## src/rtl/controle_movimento.sv

```systemverilog
// controle_movimento: moves a player square through the obstacle maze.
// Overlap with obstacle pixels is collected while the frame is drawn. At end
// of frame the position is either committed or rolled back, and button steps
// are applied every FRAME_DIV clean frames. Position only changes in blanking.
module controle_movimento #(
    parameter int H_ACTIVE  = 640,
    parameter int V_ACTIVE  = 480,
    parameter int OBJ_SIZE  = 10,
    parameter int START_X   = 110,
    parameter int START_Y   = 120,
    parameter int STEP      = 2,
    parameter int FRAME_DIV = 2
) (
    input  logic       VGA_clk,
    input  logic       reset,
    input  logic [9:0] xCol,
    input  logic [8:0] yRow,
    input  logic       obstaculo,
    input  logic       btn_up,
    input  logic       btn_down,
    input  logic       btn_left,
    input  logic       btn_right,
    output logic [9:0] pos_x,
    output logic [8:0] pos_y,
    output logic       objeto,
    output logic       colisao,
    output logic [7:0] n_colisoes
);

    localparam int FC_W = (FRAME_DIV > 1) ? $clog2(FRAME_DIV) : 1;
    localparam int X_MAX = H_ACTIVE - OBJ_SIZE;
    localparam int Y_MAX = V_ACTIVE - OBJ_SIZE;

    typedef enum logic [1:0] {SCAN, EVAL, MOVE} state_t;

    state_t            state, state_nxt;
    logic [9:0]        prev_x;
    logic [8:0]        prev_y;
    logic              hit;
    logic              move_en;
    logic [FC_W-1:0]   frame_cnt;

    // 11-bit views so pos + OBJ_SIZE / pos + STEP never wrap
    logic [10:0] x11, y11, px11, py11, x_up, y_up;
    logic        dentro;
    logic        fim_quadro;
    logic [9:0]  x_mv;
    logic [8:0]  y_mv;

    assign x11  = {1'b0, xCol};
    assign y11  = {2'b0, yRow};
    assign px11 = {1'b0, pos_x};
    assign py11 = {2'b0, pos_y};
    assign x_up = px11 + 11'(STEP);
    assign y_up = py11 + 11'(STEP);

    assign dentro = (x11 >= px11) && (x11 < px11 + 11'(OBJ_SIZE)) &&
                    (y11 >= py11) && (y11 < py11 + 11'(OBJ_SIZE)) &&
                    (x11 < 11'(H_ACTIVE)) && (y11 < 11'(V_ACTIVE));

    assign fim_quadro = (xCol == 10'd0) && (yRow == 9'(V_ACTIVE));

    // Candidate position after one button step, clamped to the screen
    always_comb begin
        x_mv = pos_x;
        y_mv = pos_y;
        if (btn_right && !btn_left)
            x_mv = (x_up > 11'(X_MAX)) ? 10'(X_MAX) : x_up[9:0];
        else if (btn_left && !btn_right)
            x_mv = (pos_x < 10'(STEP)) ? 10'd0 : pos_x - 10'(STEP);
        if (btn_down && !btn_up)
            y_mv = (y_up > 11'(Y_MAX)) ? 9'(Y_MAX) : y_up[8:0];
        else if (btn_up && !btn_down)
            y_mv = (pos_y < 9'(STEP)) ? 9'd0 : pos_y - 9'(STEP);
    end

    // Next-state and the collision pulse (asserted during the EVAL cycle)
    always_comb begin
        state_nxt = state;
        colisao   = 1'b0;
        case (state)
            SCAN: if (fim_quadro) state_nxt = EVAL;
            EVAL: begin
                colisao   = hit;
                state_nxt = MOVE;
            end
            MOVE:    state_nxt = SCAN;
            default: state_nxt = SCAN;
        endcase
    end

    // State register
    always_ff @(posedge VGA_clk) begin
        if (reset) state <= SCAN;
        else       state <= state_nxt;
    end

    // Datapath: overlap capture, commit/rollback, divided-rate moves
    always_ff @(posedge VGA_clk) begin
        if (reset) begin
            pos_x      <= 10'(START_X);
            pos_y      <= 9'(START_Y);
            prev_x     <= 10'(START_X);
            prev_y     <= 9'(START_Y);
            objeto     <= 1'b0;
            n_colisoes <= 8'd0;
            hit        <= 1'b0;
            move_en    <= 1'b0;
            frame_cnt  <= '0;
        end else begin
            objeto <= dentro;
            case (state)
                SCAN: if (dentro && obstaculo) hit <= 1'b1;
                EVAL: begin
                    hit <= 1'b0;
                    if (hit) begin
                        pos_x     <= prev_x;
                        pos_y     <= prev_y;
                        frame_cnt <= '0;
                        move_en   <= 1'b0;
                        if (n_colisoes != 8'hff) n_colisoes <= n_colisoes + 8'd1;
                    end else begin
                        prev_x <= pos_x;
                        prev_y <= pos_y;
                        if (frame_cnt == FC_W'(FRAME_DIV - 1)) begin
                            frame_cnt <= '0;
                            move_en   <= 1'b1;
                        end else begin
                            frame_cnt <= frame_cnt + FC_W'(1);
                            move_en   <= 1'b0;
                        end
                    end
                end
                MOVE: begin
                    if (move_en) begin
                        pos_x <= x_mv;
                        pos_y <= y_mv;
                    end
                end
                default: ;
            endcase
        end
    end

endmodule

```

## config.mk

```make
export PLATFORM = sky130hd
export DESIGN_NAME = controle_movimento
export DESIGN_NICKNAME = d
export VERILOG_FILES = /design/src/rtl/controle_movimento.sv
export SDC_FILE = /design/constraint.sdc
export NUM_CORES = 1
export LEC_CHECK = 0
export BUFFER_PORTS_ARGS = -buffer_cell sky130_fd_sc_hd__buf_2
export CAP_MARGIN = 30
export CORE_MARGIN = 5
export CORE_UTILIZATION = 35
export CTS_CLUSTER_SIZE = 30
export DETAILED_ROUTE_END_ITERATION = 12
export GPL_TIMING_DRIVEN = 0
export PLACE_DENSITY = 0.62
export SLEW_MARGIN = 20
export SYNTH_ARGS = -nofsm -noshare
export SYNTH_HDL_FRONTEND = slang
export SYNTH_SLANG_ARGS = --single-unit
```

## constraint.sdc

```tcl
create_clock -name VGA_clk -period 3.22 [get_ports VGA_clk]
set_input_delay 0.644 -clock VGA_clk [delete_from_list [all_inputs] [get_ports VGA_clk]]
set_output_delay 0.644 -clock VGA_clk [all_outputs]
set_load 0.1 [all_outputs]
```

# After elaboration in Yosys (flattened, before gate mapping)
# Index checks and enable logic that the tools add are counted.
totals:
  regBits: 52
  latchBits: 0
  mem_bits_rw: 0
  mem_bits_ro: 0
  inputBits: 26
  output_inout_bits: 29
  elab_cells: 83
  mem_count: 0
classes:
  addsub: 8
  multipliers: 0
  div_mod_pow: 0
  n_lt_le_gt_ge: 10
  n_eq_ne: 9
  shifts: 0
  mux: 23
  n_bitwise: 0
  n_reduce_logical: 23
ops:
  columns: ["op", "n"]
  rows:
  - ["two-way mux 10 bit", 6]
  - ["two-way mux 9 bit", 6]
  - ["one-hot mux 10 bit (2 select lines)", 1]
  - ["one-hot mux 9 bit (2 select lines)", 1]
  - ["adder 10 x 2 -> 11 bit, second input constant", 1]
  - ["adder 10 x 4 -> 11 bit, second input constant", 1]
  - ["greater-than comparator 11 x 10 -> 1 bit, second input constant", 1]
  - ["logical AND 1 bit", 11]
  - ["less-than comparator 10 x 11 -> 1 bit", 1]
  - ["adder 9 x 2 -> 10 bit, second input constant", 1]
  - ["adder 9 x 4 -> 10 bit, second input constant", 1]
  - ["greater-or-equal comparator 10 bit", 1]
  - ["greater-than comparator 10 x 9 -> 1 bit, second input constant", 1]
  - ["zero test 10 bit", 1]
  - ["less-than comparator 10 bit, second input constant", 1]
  - ["less-than comparator 10 x 2 -> 1 bit, second input constant", 1]
  - ["less-than comparator 9 x 10 -> 1 bit", 1]
  - ["subtractor 10 x 2 -> 10 bit, second input constant", 1]
  - ["== test 9 bit, second input constant", 1]
  - ["greater-or-equal comparator 9 bit", 1]
  - ["less-than comparator 9 x 2 -> 1 bit, second input constant", 1]
  - ["less-than comparator 9 bit, second input constant", 1]
  - ["AND reduction 3 bit", 3]
  - ["subtractor 9 x 2 -> 9 bit, second input constant", 1]
  - ["other kinds (15)", 27]

# Depth between registers and ports, before layout
# Gate-level depths: netlist (run 1).
depth:
  word_depth: 10
  depth_mapped: 11
  depth_no_buf: 10

# Worst setup path after synthesis (run 1)
# OpenSTA, ideal clock, no wires.
synth_path:
  path_kind: "register to register"
  from: "register pos_x[1]"
  to: "register hit"
  setup_time_ps: 84
  t_arrival_ps: 3152
  required_ps: 3136
  path_slack_ps: -16
  stages_incl_launch_ff: 11
  path_buffers: 1
  synth_period_minus_slack_ps: 3236
  cell_sequence: "dfxtp_1 -> ha_1 -> clkbuf_1 -> o21ai_0 -> xnor2_1 -> ha_1 -> a21oi_1 -> o21ai_0 -> a2111oi_0 -> o21ai_0 -> o31ai_2"
synth_between:
  elab_chain_cells: 10
  word_cells_on_any_way: 11
  classes_between: "add/sub: 1; order compare: 2; eq/ne: 1; reduce/logical: 7"
synth_lines:
  columns: ["item", "line_no", "source"]
  rows:
  - ["start: declaration", "23", "output logic [9:0] pos_x,"]
  - ["start signal: assignment", "101", "pos_x <= 10'(START_X);"]
  - ["start signal: assignment", "117", "pos_x <= prev_x;"]
  - ["start signal: assignment", "136", "pos_x <= x_mv;"]
  - ["adder 10 x 4 -> 11 bit", "57", "assign dentro = (x11 >= px11) && (x11 < px11 + 11'(OBJ_SIZE)) &&"]
  - ["less-than comparator 10 x 11 -> 1 bit", "57", null]
  - ["logical AND 1 bit (*) (2 in series)", "57", null]
  - ["logical AND 1 bit (*) (2 in series)", "58", "(y11 >= py11) && (y11 < py11 + 11'(OBJ_SIZE)) &&"]
  - ["logical AND 1 bit (*)", "59", "(x11 < 11'(H_ACTIVE)) && (y11 < 11'(V_ACTIVE));"]
  - ["logical AND 1 bit (*)", "113", "SCAN: if (dentro && obstaculo) hit <= 1'b1;"]
  - ["!= test 2 bit (no source line) (*)", null, null]
  - ["AND reduction 2 bit (no source line) (*)", null, null]
  - ["end signal: assignment", "107", "hit <= 1'b0;"]
  - ["end signal: assignment", "113", null]
  - ["end signal: assignment", "115", "hit <= 1'b0;"]
  - ["end: declaration", "39", "logic hit;"]
# Mark *: on every way between the ends. The rest lies on a longest branch, timed or not.
# A chain may end at the register's enable or synchronous reset.

# Worst setup path in the final report (run 1)
layout_path:
  from: "register pos_y[1]"
  to: "register hit"
layout_between:
  elab_chain_cells: 8
  word_cells_on_any_way: 10
  classes_between: "add/sub: 1; order compare: 2; eq/ne: 1; reduce/logical: 6"
layout_lines:
  columns: ["item", "line_no", "source"]
  rows:
  - ["start: declaration", "24", "output logic [8:0] pos_y,"]
  - ["start signal: assignment", "102", "pos_y <= 9'(START_Y);"]
  - ["start signal: assignment", "118", "pos_y <= prev_y;"]
  - ["start signal: assignment", "137", "pos_y <= y_mv;"]
  - ["adder 9 x 4 -> 10 bit or greater-or-equal comparator 9 bit (tied branches)", "58", null]
  - ["less-than comparator 9 x 10 -> 1 bit or logical AND 1 bit (tied branches)", "58, 57", null]
  - ["logical AND 1 bit (*) (2 in series)", "58", null]
  - ["logical AND 1 bit (*)", "59", null]
  - ["logical AND 1 bit (*)", "113", null]
  - ["!= test 2 bit (no source line) (*)", null, null]
  - ["AND reduction 2 bit (no source line) (*)", null, null]
# Marks and branches as above.

==> impl_metrics.py, run 1 <==
metrics = {
    "outcome": {
        "outcome": "finished clean",
    },
    "setup_path": {
        "path_class": "flop to flop",
        "critPathMaxFanout": 10,
        "critical-path-slowest-cell": "sky130_fd_sc_hd__dfxtp_1",
        "worstSetupEndpointType": "flop",
        "timing.critical_path.slowest_cell_delay_ns": 0.57,
        "critPathBufInv": 1,
        "critPathTopFamily": "compound AO/OA/AOI/OAI gates",
        "cp_data_arrival_time_ns": 3.18,
        "worstPathCellList": "clkbuf_1, a21oi_1, nor3_1, xnor2_1, ha_1, a211o_1, o221a_2, o311ai_0, nand4_1, o31ai_2",
        "timing.critical_path.required_ns": 3.44,
        "setup.worst_path.start_class": "flop",
    },
    "clock_network": {
        "clkSinkCount": 52,
        "holdBufCountCts": 0,
        "clk_pin_slew_ns": 0.08,
        "ctsLongestPathBuffers": 2,
        "clk-insertion-delay-late_ns": 0.29,
        "numCtsBuffers": 5,
        "htree_num_levels": 2,
        "clock-root-buffer": "sky130_fd_sc_hd__clkbuf_16",
        "tritoncts": "yes",
    },
    "layout": {
        "utilization_pct": 40.9,
        "area_growth_syn_to_layout_pct": 14.8,
        "nNetsFinal": 697,
        "layout-drive-gt1-share_pct": 16.2,
        "n_antenna_cell": 0,
    },
    "place": {
        "place.gp.congestion": 0.951,
        "hpwl_um": 11600,
        "placement.io_buffers": 53,
    },
    "synthesis": {
        "yosysTopAreaCellShare_pct": 23.3,
        "post_synth_inst_count": 567,
        "post_synth_instance_area_um2": 4480,
        "synthesis.nets": 637,
        "async_reset_ff_share_pct": 0,
        "yosysUniqueCellTypes": 80,
        "syn-mean-instance-area_um2": 7.90,
        "synth_largest_area_cell": "sky130_fd_sc_hd__dfxtp_1",
        "netlist_top_cells_count": "58 x sky130_fd_sc_hd__nand2_1, 52 x sky130_fd_sc_hd__dfxtp_1, 46 x sky130_fd_sc_hd__nor2_1",
        "synth_top_flop_cell": "sky130_fd_sc_hd__dfxtp_1",
        "synthMostInstantiatedCell": "sky130_fd_sc_hd__nand2_1",
        "number_of_flops_mapped_to_enable_cells_by_yosys": 0,
        "register_bit_count_reported_by_yosys": 52,
        "synth_area_leaders": "sky130_fd_sc_hd__dfxtp_1 23%, sky130_fd_sc_hd__ha_1 12%, sky130_fd_sc_hd__a21oi_1 4.9%, sky130_fd_sc_hd__nand2_1 4.9%, sky130_fd_sc_hd__nor2_1 3.9%",
        "synthesis.yosys.warnings": 0,
        "synth.yosys.seq_area_share_pct": 23.3,
    },
    "sta": {
        "fin_worst_skew_ns": 0.00905,
        "totalNegativeSetupSlack_ns": 0,
        "hold_viol_final": 0,
        "timing.hold.ws_ns": 0.461,
        "final_period_minus_worst_setup_slack_ns": 2.96,
        "tightestPinTransition_ns": 0.742,
        "worst_slew_margin_rel_pct": 50.5,
        "rsz0062_at_grt": "no",
        "fin_crit_sh_pct": 92.0,
        "timing.fmax_ghz": 0.338,
        "setup_viol": 0,
        "slew_viol_final": 0,
    },
    "route": {
        "route.vias.total": 4619,
        "post_drt_wl_per_cell_um": 18.6,
        "drt.antenna.violating_nets": 0,
        "dr.first_iter.drc_count": 416,
        "detail_route.drc_violations": 0,
        "route.final.wire_length_um": 14900,
        "detailedRoute.firstPassIterationCount": 5,
        "route.detailed.vias_per_inst": 5.77,
    },
    "floorplan": {
        "die_x_um": 123,
        "die-area_um2": 15200,
        "core_area_um2": 12600,
        "fp.dieH_um": 123,
        "initial_core_util_pct": 35.6,
        "rows": 41,
        "boundaryPins": 55,
    },
    "global_routing": {
        "grt_max_degree": 17,
        "global_route.usage.total_pct": 19.7,
        "global_route.overflow_total": 0,
        "initial_antenna_violation_count": 0,
        "global_route_wire_length_before_repair_um": 23600,
        "first_global_vias": 4493,
    },
    "power": {
        "power.leakage_nw": 2.05,
        "vdd_ir_drop_max_uv": 261,
        "power.density_nw_per_um2": 273,
    },
    "hold_path": {
        "worst_min_path_class": "flop to flop",
    },
    "run": {
        "timing.max_cap.violations": 0,
    },
}
[worst paths after layout]
kind | endpoint | slack, ns | cells past startpoint | startpoint
setup / recovery | hit$_SDFFE_PP0P_ | 0.26 | 10 | pos_y[1]$_SDFFE_PP0P_
hold reg to reg | prev_y[2]$_SDFFE_PP0P_ | 0.46 | 2 | prev_y[2]$_SDFFE_PP0P_
setup reg to reg | hit$_SDFFE_PP0P_ | 0.26 | 10 | pos_y[1]$_SDFFE_PP0P_
hold / removal | prev_y[2]$_SDFFE_PP0P_ | 0.46 | 2 | prev_y[2]$_SDFFE_PP0P_
[per-layer routing]
layer	up-vias	share of wire (%)	track usage, %
met5	-	0	0
met4	0	2.6	6.44
met3	23	5.2	2.56
met2	158	48	33.6
met1	2197	44	25.7
li1	2241	-	-
[tightest hold or removal path: stages (launching register included)]
cell and delay, ns:
sky130_fd_sc_hd__dfxtp_1 0.31, sky130_fd_sc_hd__nand2_1 0.05, sky130_fd_sc_hd__a21oi_1 0.05
[layout by cell type, fill, tap and decap left out, types with 4 or more instances in the layout]
cell type / Yosys / final
sky130_fd_sc_hd__a22oi_1: 5 / 5
sky130_fd_sc_hd__a21oi_1: 44 / 44
sky130_fd_sc_hd__ha_1: 44 / 44
sky130_fd_sc_hd__nor4_1: 8 / 8
sky130_fd_sc_hd__buf_6: 4 / 4
sky130_fd_sc_hd__a221oi_1: 4 / 4
sky130_fd_sc_hd__o221ai_1: 7 / 7
sky130_fd_sc_hd__dfxtp_1: 52 / 51
sky130_fd_sc_hd__buf_2: 11 / 64
sky130_fd_sc_hd__o2111ai_1: 4 / 4
sky130_fd_sc_hd__nor2_1: 46 / 46
sky130_fd_sc_hd__nand4_1: 11 / 11
sky130_fd_sc_hd__nand2b_1: 8 / 8
sky130_fd_sc_hd__nor3b_1: 5 / 5
sky130_fd_sc_hd__nand3_1: 17 / 17
sky130_fd_sc_hd__clkbuf_1: 19 / 19
sky130_fd_sc_hd__o211ai_1: 12 / 12
sky130_fd_sc_hd__a2111oi_0: 5 / 4
sky130_fd_sc_hd__clkbuf_16: 0 / 5
sky130_fd_sc_hd__a211oi_1: 8 / 8
sky130_fd_sc_hd__a41oi_1: 4 / 4
sky130_fd_sc_hd__xor2_1: 8 / 8
sky130_fd_sc_hd__o21ai_0: 27 / 27
sky130_fd_sc_hd__nand2_1: 58 / 58
sky130_fd_sc_hd__inv_1: 25 / 25
sky130_fd_sc_hd__o22ai_1: 4 / 4
sky130_fd_sc_hd__nand3b_1: 4 / 4
sky130_fd_sc_hd__mux2i_1: 8 / 8
sky130_fd_sc_hd__xnor2_1: 16 / 16
sky130_fd_sc_hd__nor3_1: 17 / 17
sky130_fd_sc_hd__a21o_1: 6 / 6
[cell families (layout without fill, tap and decap cells)]
group | count (synthesis) | in the layout | share of synthesized area, %
AOI/OAI and AO/OA | 169 | 169 | 26.9
xor gates and xnor gates | 24 | 24 | 4.70
adders and majority gates | 44 | 44 | 12.3
buffers and inverters | 66 | 127 | 6.60
DFF | 52 | 52 | 23.3
muxes | 9 | 9 | 2.04
and+or+nand+nor | 203 | 203 | 24.2
[final cells by class]
class | count | area, um2
clock inverter | 2 | 38.8
clock buffer | 6 | 139
timing repair buffer | 53 | 265
buffer | 38 | 190
multi-input combinational | 449 | 3140
fill | 1322 | 7430
tap | 172 | 215
inverter | 28 | 105
sequential | 52 | 1040
[repair_timing]
action	in CTS	in global routing
gates resized for setup	0	1
endpoints found under the hold margin	0	0
endpoints found under the setup margin	0	2
setup buffers	0	0
[metrics by stage]
step	cell area, um2	setup WS, ns	total power, W	std cells
floorplan	4480	0.0397	0.000726	567
global placement	4960	0.203	0.000773	792
detailed placement	4960	0.249	0.000776	792
CTS	5140	0.203	0.00142	800
global route	5140	0.00830	0.00146	800
finish	5140	0.259	0.00140	800
[where the power goes]
| group | leakage [nW] | total [W] | internal [W] | switching [W] |
|---|---|---|---|---|
| Combinational | 1.54 | 0.000119 | 0.0000462 | 0.0000727 |
| Sequential | 0.419 | 0.000643 | 0.000643 | 0.000000104 |
| Clock | 0.0871 | 0.000640 | 0.000390 | 0.000250 |
[state kept, by name (all words and copies together), names as in the netlist]
signal / count
state: 2
pos_y: 9
hit: 1
objeto: 1
prev_x: 10
move_en: 1
prev_y: 9
pos_x: 10
frame_cnt: 1
n_colisoes: 8
Power figures use the tool's default switching activity.
==> inputs of run 2 (changes only) <==
CORE_MARGIN = unset   (was 5)
==> run 2 against run 1 <==
Net effect: global-route usage is 3.0 points higher; largest cell class unchanged; critical path depth unchanged; total power grew 4.8%; critical endpoint is now objeto$_SDFF_PP0_; critical path type unchanged; final cell count is 0.75% lower; sequential share of layout area hardly changed; sequential power is essentially flat; register-to-register slack got worse by 0.12 ns; core utilization is 1.0 points higher; via count up 3.4%; die area fell by 13%.
==> impl_metrics.py, run 2 (synthesized netlist as in run 1, its figures left out) <==
metrics = {
    "place": {
        "place.gp.congestion": 0.964,
        "hpwl_um": 11200,
        "placedCellCount": 788,
        "placement.io_buffers": 53,
    },
    "layout": {
        "largestRegisters": "pos_x x10, prev_x x10",
        "n_fill_cell": 1241,
        "post_layout_nonfiller_instances": 794,
        "layout-drive-gt1-share_pct": 16.1,
        "commonest_non_fill_non_tap_cells_in_the_layout": "64 x sky130_fd_sc_hd__buf_2, 58 x sky130_fd_sc_hd__nand2_1, 51 x sky130_fd_sc_hd__dfxtp_1",
        "layout.cells.most_common": "sky130_fd_sc_hd__buf_2",
        "area_growth_syn_to_layout_pct": 14.7,
        "n_antenna_cell": 0,
        "nNetsFinal": 696,
    },
    "clock_network": {
        "clock-root-buffer": "sky130_fd_sc_hd__clkbuf_16",
        "tritoncts": "yes",
        "clkSinkCount": 52,
        "postCtsSetupBuffers": 0,
        "clk-insertion-delay-late_ns": 0.31,
        "clk_pin_slew_ns": 0.07,
        "numCtsBuffers": 5,
        "htree_num_levels": 2,
        "ctsLongestPathBuffers": 2,
    },
    "floorplan": {
        "rows": 40,
        "boundaryPins": 55,
        "fp.dieH_um": 115,
        "die-area_um2": 13200,
        "initial_core_util_pct": 36.5,
        "core_area_um2": 12300,
        "die_x_um": 115,
    },
    "global_routing": {
        "first_global_vias": 4498,
        "initial_antenna_violation_count": 0,
        "global_route_wire_length_before_repair_um": 23500,
        "global_route.overflow_total": 0,
        "grt_max_degree": 16,
        "global_route.usage.total_pct": 22.7,
    },
    "sta": {
        "final_period_minus_worst_setup_slack_ns": 3.09,
        "rsz0062_at_grt": "no",
        "slew_viol_final": 0,
        "tightestPinTransition_ns": 0.659,
        "hold_viol_final": 0,
        "fin_worst_skew_ns": 0.0109,
        "setup_viol": 0,
        "fin_crit_sh_pct": 95.8,
        "worst_slew_margin_rel_pct": 55.9,
        "totalNegativeSetupSlack_ns": 0,
        "timing.fmax_ghz": 0.324,
    },
    "power": {
        "power.density_nw_per_um2": 286,
        "sw_frac_of_total_pct": 23.0,
        "total_power_w": 0.00147,
        "power_frac_seq_pct": 43.7,
        "power_frac_clock_pct": 47.9,
        "vdd_ir_drop_max_uv": 193,
        "power.net_switching_w": 0.000338,
        "power.combinational.fraction_pct": 8.3,
        "power.leakage_nw": 2.05,
        "cell_internal_pwr_w": 0.00113,
    },
    "outcome": {
        "outcome": "finished clean",
    },
    "setup_path": {
        "path_class": "flop to flop",
        "setup.worst_path.start_class": "flop",
        "timing.critical_path.required_ns": 3.42,
        "cp_data_arrival_time_ns": 3.28,
        "critPathMaxFanout": 10,
        "worstSetupEndpointType": "flop",
    },
    "route": {
        "route.vias.total": 4775,
        "route.final.wire_length_um": 14800,
        "dr.first_iter.drc_count": 481,
        "detailedRoute.firstPassIterationCount": 5,
        "drt.antenna.violating_nets": 0,
        "route.detailed.vias_per_inst": 6.01,
        "detail_route.drc_violations": 0,
        "post_drt_wl_per_cell_um": 18.6,
    },
    "hold_path": {
        "worst_min_path_class": "flop to flop",
    },
    "run": {
        "timing.max_cap.violations": 0,
    },
}
-- run 2: changes by cell type in the layout (fill, tap and decap cells not counted), sizes merged --
cell	previous run	this run
bufinv	1	2
clkbuf	25	23
clkinv	2	1
-- run 2: layer usage --
| metal | GRT usage [%] | share of wire (%) |
|---|---|---|
| met5 | 0 | 0 |
| met4 | 9.52 | 3.4 |
| met3 | 3.16 | 7.3 |
| met2 | 37.4 | 46 |
| met1 | 29.6 | 43 |
-- run 2: path summary, 6_finish.rpt --
| path | startpoint | end | slack, ns | depth (start not counted) |
|---|---|---|---|---|
| hold / removal | prev_x[0]$_SDFFE_PP0P_ | prev_x[0]$_SDFFE_PP0P_ | 0.46 | 2 |
| setup / recovery | pos_y[1]$_SDFFE_PP0P_ | objeto$_SDFF_PP0_ | 0.13 | 10 |
| setup reg to reg | pos_y[1]$_SDFFE_PP0P_ | objeto$_SDFF_PP0_ | 0.13 | 10 |
| hold reg to reg | prev_x[0]$_SDFFE_PP0P_ | prev_x[0]$_SDFFE_PP0P_ | 0.46 | 2 |
-- run 2: area by class of cell --
cell class                      instances  area [um2]  share of cell area [%]
Multi-Input combinational cell        449        3140                    61.2
Sequential cell                        52        1040                    20.3
Clock buffer                            5         125                    2.44
Buffer                                 37         186                    3.63
Timing Repair Buffer                   53         265                    5.17
Inverter                               28         105                    2.05
Clock inverter                          2        60.1                    1.17
Tap cell                              168         210                    4.09
-- run 2: stage by stage --
step / worst slack, ns / utilization [%] / cell area (um2) / hold slack (ns)
5_1_grt: 0.0169 / 41.9 / 5130 / 0.480
3_3_place_gp: 0.109 / 40.4 / 4950 / 0.442
6_report: 0.134 / 41.9 / 5130 / 0.459
3_5_place_dp: 0.101 / 40.4 / 4950 / 0.449
4_1_cts: 0.0629 / 41.9 / 5140 / 0.461
2_1_floorplan: 0.0397 / - / 4480 / 0.436
-- run 2: timing repair --
item,in CTS,in global routing
gates resized for setup,0,0
endpoints found under the setup margin,0,1
hold buffers,0,0
-- run 2: power by group through the flow --
| stage | clock network [W] | logic (W) | registers (W) |
|---|---|---|---|
| after floorplan | 0 | 0.0000666 | 0.000659 |
| final | 0.000704 | 0.000123 | 0.000643 |
| after global placement | 0 | 0.000115 | 0.000658 |
| after global routing | 0.000721 | 0.000135 | 0.000643 |
| after detailed placement | 0 | 0.000120 | 0.000658 |
| after CTS | 0.000707 | 0.000121 | 0.000643 |
-- run 2: critical path, cell delays in order (launching register included) --
cell	delay (ns)
sky130_fd_sc_hd__dfxtp_1	0.55
sky130_fd_sc_hd__clkbuf_1	0.46
sky130_fd_sc_hd__a21oi_1	0.22
sky130_fd_sc_hd__nor3_1	0.22
sky130_fd_sc_hd__xnor2_1	0.10
sky130_fd_sc_hd__ha_1	0.22
sky130_fd_sc_hd__a211o_1	0.32
sky130_fd_sc_hd__o221a_2	0.28
sky130_fd_sc_hd__o311ai_0	0.09
sky130_fd_sc_hd__nand4_1	0.24
sky130_fd_sc_hd__nor3_1	0.27
